<file path="src/rtl/ncl_dr_reg_stage.sv">
`default_nettype none
// ============================================================================
// Module   : ncl_dr_reg_stage
// Purpose  : Clocked functional model of a NCL dual-rail register stage.
//            Each rail is a TH22 gate with the downstream acknowledge ki:
//            it sets when both inputs are high, clears when both are low,
//            and otherwise holds. A stage-wide completion detector drives
//            ko with hysteresis, so partial wavefronts never toggle it.
//            One rising clock edge is one gate-evaluation step.
// Ports    : clk     - evaluation clock, rising edge
//            rst_n   - asynchronous active-low reset
//            d_t/d_f - upstream true/false rails   [WIDTH]
//            ki      - downstream ack (1 = request DATA, 0 = request NULL)
//            q_t/q_f - registered true/false rails [WIDTH]
//            ko      - upstream ack (1 = ready for DATA, 0 = ready for NULL)
//            wf_cnt  - completed DATA wavefront count [CNT_W], wraps
//            err     - sticky illegal-code flag
// Options  : NCL_DR_REG_ILLEGAL_CHK_EN - when defined, an input bit with both
//            rails high sets err and that bit's rails hold for the edge.
//            When undefined, err is tied low and rails follow pure TH22.
// Revision : 1.0 - initial release
// ============================================================================
module ncl_dr_reg_stage #(
    parameter int WIDTH    = 4,
    parameter int RST_DATA = 0,
    parameter int CNT_W    = 8
) (
    input  logic             clk,
    input  logic             rst_n,
    input  logic [WIDTH-1:0] d_t,
    input  logic [WIDTH-1:0] d_f,
    input  logic             ki,
    output logic [WIDTH-1:0] q_t,
    output logic [WIDTH-1:0] q_f,
    output logic             ko,
    output logic [CNT_W-1:0] wf_cnt,
    output logic             err
);

    // Reset wavefront: NULL, or DATA0 (all false rails high) so a ring can
    // be seeded with a token. ko at reset reflects that wavefront.
    localparam logic [WIDTH-1:0] c_q_f_rst = (RST_DATA != 0) ? {WIDTH{1'b1}} : {WIDTH{1'b0}};
    localparam logic             c_ko_rst  = (RST_DATA != 0) ? 1'b0 : 1'b1;

    logic [WIDTH-1:0] r_q_t;
    logic [WIDTH-1:0] r_q_f;
    logic             r_ko;
    logic [CNT_W-1:0] r_wf_cnt;

    logic [WIDTH-1:0] w_q_t_nxt;
    logic [WIDTH-1:0] w_q_f_nxt;
    logic [WIDTH-1:0] w_hold;
    logic             w_all_data;
    logic             w_all_null;
    logic             w_ko_nxt;
    logic             w_cnt_inc;

`ifdef NCL_DR_REG_ILLEGAL_CHK_EN
    // Both rails high on one bit is not a legal NCL code; freeze that bit so
    // the illegal code never reaches the registered rails.
    assign w_hold = d_t & d_f;
`else
    assign w_hold = {WIDTH{1'b0}};
`endif

    // Per-bit TH22 evaluation, independent for every rail.
    genvar i;
    generate
        for (i = 0; i < WIDTH; i++) begin : g_rail
            assign w_q_t_nxt[i] = w_hold[i]          ? r_q_t[i] :
                                  (d_t[i] & ki)      ? 1'b1     :
                                  (!d_t[i] && !ki)   ? 1'b0     : r_q_t[i];
            assign w_q_f_nxt[i] = w_hold[i]          ? r_q_f[i] :
                                  (d_f[i] & ki)      ? 1'b1     :
                                  (!d_f[i] && !ki)   ? 1'b0     : r_q_f[i];
        end
    endgenerate

    // Completion is taken from the registered rails, adding one cycle of
    // latency between q and ko.
    assign w_all_data = &(r_q_t | r_q_f);
    assign w_all_null = ~|(r_q_t | r_q_f);

    // THnn hysteresis: only a complete wavefront of either kind moves ko.
    assign w_ko_nxt  = w_all_data ? 1'b0 : (w_all_null ? 1'b1 : r_ko);

    // A DATA wavefront is counted on the edge where ko falls.
    assign w_cnt_inc = r_ko & w_all_data;

    always_ff @(posedge clk or negedge rst_n) begin
        if (!rst_n) begin
            r_q_t    <= {WIDTH{1'b0}};
            r_q_f    <= c_q_f_rst;
            r_ko     <= c_ko_rst;
            r_wf_cnt <= {CNT_W{1'b0}};
        end else begin
            r_q_t    <= w_q_t_nxt;
            r_q_f    <= w_q_f_nxt;
            r_ko     <= w_ko_nxt;
            if (w_cnt_inc) begin
                r_wf_cnt <= r_wf_cnt + {{(CNT_W-1){1'b0}}, 1'b1};
            end
        end
    end

`ifdef NCL_DR_REG_ILLEGAL_CHK_EN
    logic r_err;

    always_ff @(posedge clk or negedge rst_n) begin
        if (!rst_n) begin
            r_err <= 1'b0;
        end else if (|w_hold) begin
            r_err <= 1'b1;
        end
    end

    assign err = r_err;
`else
    assign err = 1'b0;
`endif

    assign q_t    = r_q_t;
    assign q_f    = r_q_f;
    assign ko     = r_ko;
    assign wf_cnt = r_wf_cnt;

endmodule
`default_nettype wire
</file>
<file path="config.mk">
export PLATFORM = sky130hd
export DESIGN_NAME = ncl_dr_reg_stage
export DESIGN_NICKNAME = d
export VERILOG_FILES = /design/src/rtl/ncl_dr_reg_stage.sv
export SDC_FILE = /design/constraint.sdc
export NUM_CORES = 1
export LEC_CHECK = 0
export CORE_MARGIN = 2
export CORE_UTILIZATION = 47
export DETAILED_ROUTE_END_ITERATION = 16
export GPL_ROUTABILITY_DRIVEN = 0
export PLACE_DENSITY_LB_ADDON = 0.1
export SYNTH_ARGS = -nofsm -noshare
export SYNTH_HDL_FRONTEND = slang
export SYNTH_SLANG_ARGS = --single-unit
</file>
<file path="constraint.sdc">
create_clock -name clk -period 2.77 [get_ports clk]
set_input_delay 0.6925 -clock clk [delete_from_list [all_inputs] [get_ports clk]]
set_output_delay 0.6925 -clock clk [all_outputs]
set_load 0.1 [all_outputs]
</file>
==> results.md <==
- Status: finished clean
- Synth top area cells: dfrtp_1 48%, ha_1 14%, mux2_2 12%
- Sequential power share: 0.366
- Initial Util: 0.493
- Yosys cell types: 18
- Worst hold path class: register to register
- Buf/Inv on CP: 1
- Post-synthesis adder-cell area fraction: 0.135
- Vias: approximately 600
- DR pass1 iterations: 4
- ANT nets after route: 0
- Overall routed net length: ~1400 µm
- Clock skew: roughly 0.002 ns
- Sw frac: 0.510
- H-tree Lvls: 1
- Register bit count reported by yosys: 17
- CTS Buf Count: 3
- I/O pin count: 29
- Total GRT Usage: 0.156
- Vias in the first global route: around 570
- Net Sw Power: around 0.48 mW
- Final Hold Viols: 0
- CP startpoint kind: register
- Cell taking the most area after synthesis: dfrtp_1
- Slew Viols, Final: 0
- P&R area growth vs syn: 32.1%
- Ys Warns: 0
- Synth Cell Area: roughly 830 µm²
- CP endpoint kind: output pin
- Comb pwr share: 0.499
- Setup TNS: 0 ns
- Main combinational cell family by area after synthesis: adder cells
- Initial antenna violation count: 0
- Syn avg cell area: approximately 13 µm²
- Clock buffer depth: 2
- Drt drc: 0
- Core Box Area: approximately 0.0017 mm²
- Cells after synthesis: 64
- Worst Path Max Fanout: 5
- Setup repair bufs after CTS: 0
- Post-synthesis sequential area ratio: 0.512
- Total Die Area: between 0.002 and 0.0025 mm²
- Worst path required time: 2.08 ns
- Relative slew slack: 0.490
- Grt total ovfl: 0
- Clock power share: 0.136
- WL/cell: about 13 µm
- Final Cycle Share: 0.661
- TritonCTS clock tree: done
- Crit-path cells: buf_4
- RSZ-0062 raised after global routing: false
- First-pass GRT wire length: 2330 µm
- Total Nets Final: approximately 120
- PD cells: 852 mW/mm²
- XOR/XNOR share of the synthesized area: 0.0736
- Clk_lat worst skew: 0.28 ns
- Iter 0 DRT Violations: 8
- Cell family with most CP delay: flip-flops
- Area share of the largest cell type after synthesis: 0.480
- Post-CTS Hold Fix Bufs: 0
- DR vias/cell: 5.40
- Compound-Gate Fraction of Synth Area: 0.0420
- CTS resizes: 0
- Dpl hpwl: 1120 µm
- Leakage: ~0.57 nW
- Row count: 15
- Design Power: roughly 0.94 mW
- Slowest cell on crit path: dfstp_2
- Worst Path Arrival: around 1.1 ns
- Final setup viols: 0
- Mux contribution to synthesized area: 0.122
- Die Span X: about 46 µm
- Largest net degree at the start of global routing: 18
- # diodes: 0
- Cell-internal power: 0.460 mW
- Worst ir drop on vdd: approximately 0.00043 V
- IO buf count: 27
- Crit path time final: 1.83 ns
- Num Clock Sinks: 17
- Post-Synth Simple-Gate Area: 0.102
- Share of layout cells above drive strength 1: 0.330
- Clock transition at path regs: around 0.09 ns
- Slowest Stage Delay on Critical Path: 0.57 ns
- Max Cap Viol: 0
- Chip height: approximately 46 µm
- Maximum clock rate: ~550 MHz
- Crit Path Category: register to output pin
- Slew of the pin with the lowest slew margin: 0.763 ns
- # fillers: between 100 and 150
- Syn nets: 84
- Clock root cell: clkbuf_4
[cell families (layout without fill, tap and decap cells)]
kind of cell / Yosys count / in the layout
XOR/XNOR: 7 / 7
buffers and inverters: 1 / 31
flip-flops: 17 / 17
multiplexers: 9 / 9
AO/OA/AOI/OAI: 5 / 5
other: 1 / 1
adder cells (fa/ha/maj): 9 / 9
AND/OR/NAND/NOR: 15 / 15
[area by class of cell]
type	instances	area, µm²	share of cell area
sequential	17	427	0.387
multi-input combinational	46	399	0.362
timing repair buffer	27	228	0.207
clock buffer	4	26.3	0.0239
tap	17	21.3	0.0193
[cell usage after synthesis]
| cell type | n |
|---|---|
| dfrtp_1 | 16 |
| nor3_2 | 1 |
| o21ai_0 | 1 |
| nand2_1 | 3 |
| nor2_1 | 1 |
| mux2_2 | 9 |
| nor4_1 | 2 |
| buf_4 | 1 |
| and4_1 | 1 |
| and3_1 | 3 |
| conb_1 | 1 |
| o22ai_1 | 2 |
| o22a_1 | 2 |
| xnor2_1 | 3 |
| dfstp_2 | 1 |
| nand3_1 | 4 |
| ha_1 | 9 |
| xor2_1 | 4 |
[sequential cells by signal, summed over array words and instances, names as in the netlist]
name,flops
ko,1
q_f,4
q_t,4
wf_cnt,8
[metrics by stage]
stage,worst slack [ns],std cells,hold WS (ns),util,cell area (µm²)
5_1_grt,0.883,111,0.501,0.652,1100
3_3_place_gp,0.667,107,0.463,0.636,1070
3_5_place_dp,0.649,107,0.463,0.636,1070
6_report,0.938,111,0.473,0.652,1100
4_1_cts,0.922,111,0.481,0.652,1100
2_1_floorplan,0.860,64,0.397,-,833
[final timing paths]
| check | start | endpoint | slack, ns | cells past startpoint |
|---|---|---|---|---|
| min reg2reg | wf_cnt[7] | wf_cnt[7] | 0.47 | 1 |
| min in group asynchronous | rst_n | wf_cnt[7] | 0.85 | 1 |
| min | wf_cnt[7] | wf_cnt[7] | 0.47 | 1 |
| max | ko | ko | 0.94 | 1 |
| max reg2reg | q_f[0] | wf_cnt[1] | 1.48 | 3 |
| max in group asynchronous | rst_n | wf_cnt[6] | 1.44 | 1 |
[cells in the final DEF, fill, tap and decap left out]
| cell | Yosys | layout |
|---|---|---|
| buf_4 | 1 | 17 |
| dfrtp_1 | 16 | 16 |
| clkdlybuf4s50_1 | 0 | 10 |
| mux2_2 | 9 | 9 |
| ha_1 | 9 | 9 |
| xor2_1 | 4 | 4 |
| nand3_1 | 4 | 4 |
| nand2_1 | 3 | 3 |
| xnor2_1 | 3 | 3 |
| and3_1 | 3 | 3 |
| clkbuf_4 | 0 | 3 |
| o22ai_1 | 2 | 2 |
| o22a_1 | 2 | 2 |
| nor4_1 | 2 | 2 |
| nor3_2 | 1 | 1 |
| and4_1 | 1 | 1 |
| nor2_1 | 1 | 1 |
| o21ai_0 | 1 | 1 |
| conb_1 | 1 | 1 |
| clkbuf_1 | 0 | 1 |
| dfstp_2 | 1 | 1 |
[power by group through the flow]
stage | Combinational [mW] | Clock [mW] | Sequential (mW)
global route | 0.488 | 0.149 | 0.353
detailed placement | 0.471 | 0 | 0.348
finish | 0.468 | 0.127 | 0.343
floorplan | 0.0801 | 0 | 0.629
global placement | 0.466 | 0 | 0.347
CTS | 0.472 | 0.136 | 0.343
[routing by layer]
layer	vias to the layer above	global-route usage	wire [µm]
li1	293	-	-
met1	285	0.196	642
met2	19	0.250	701
met3	2	0.0235	78
met4	0	0.0914	12
met5	-	0	0
No activity file was read; power rests on OpenSTA's default activity.
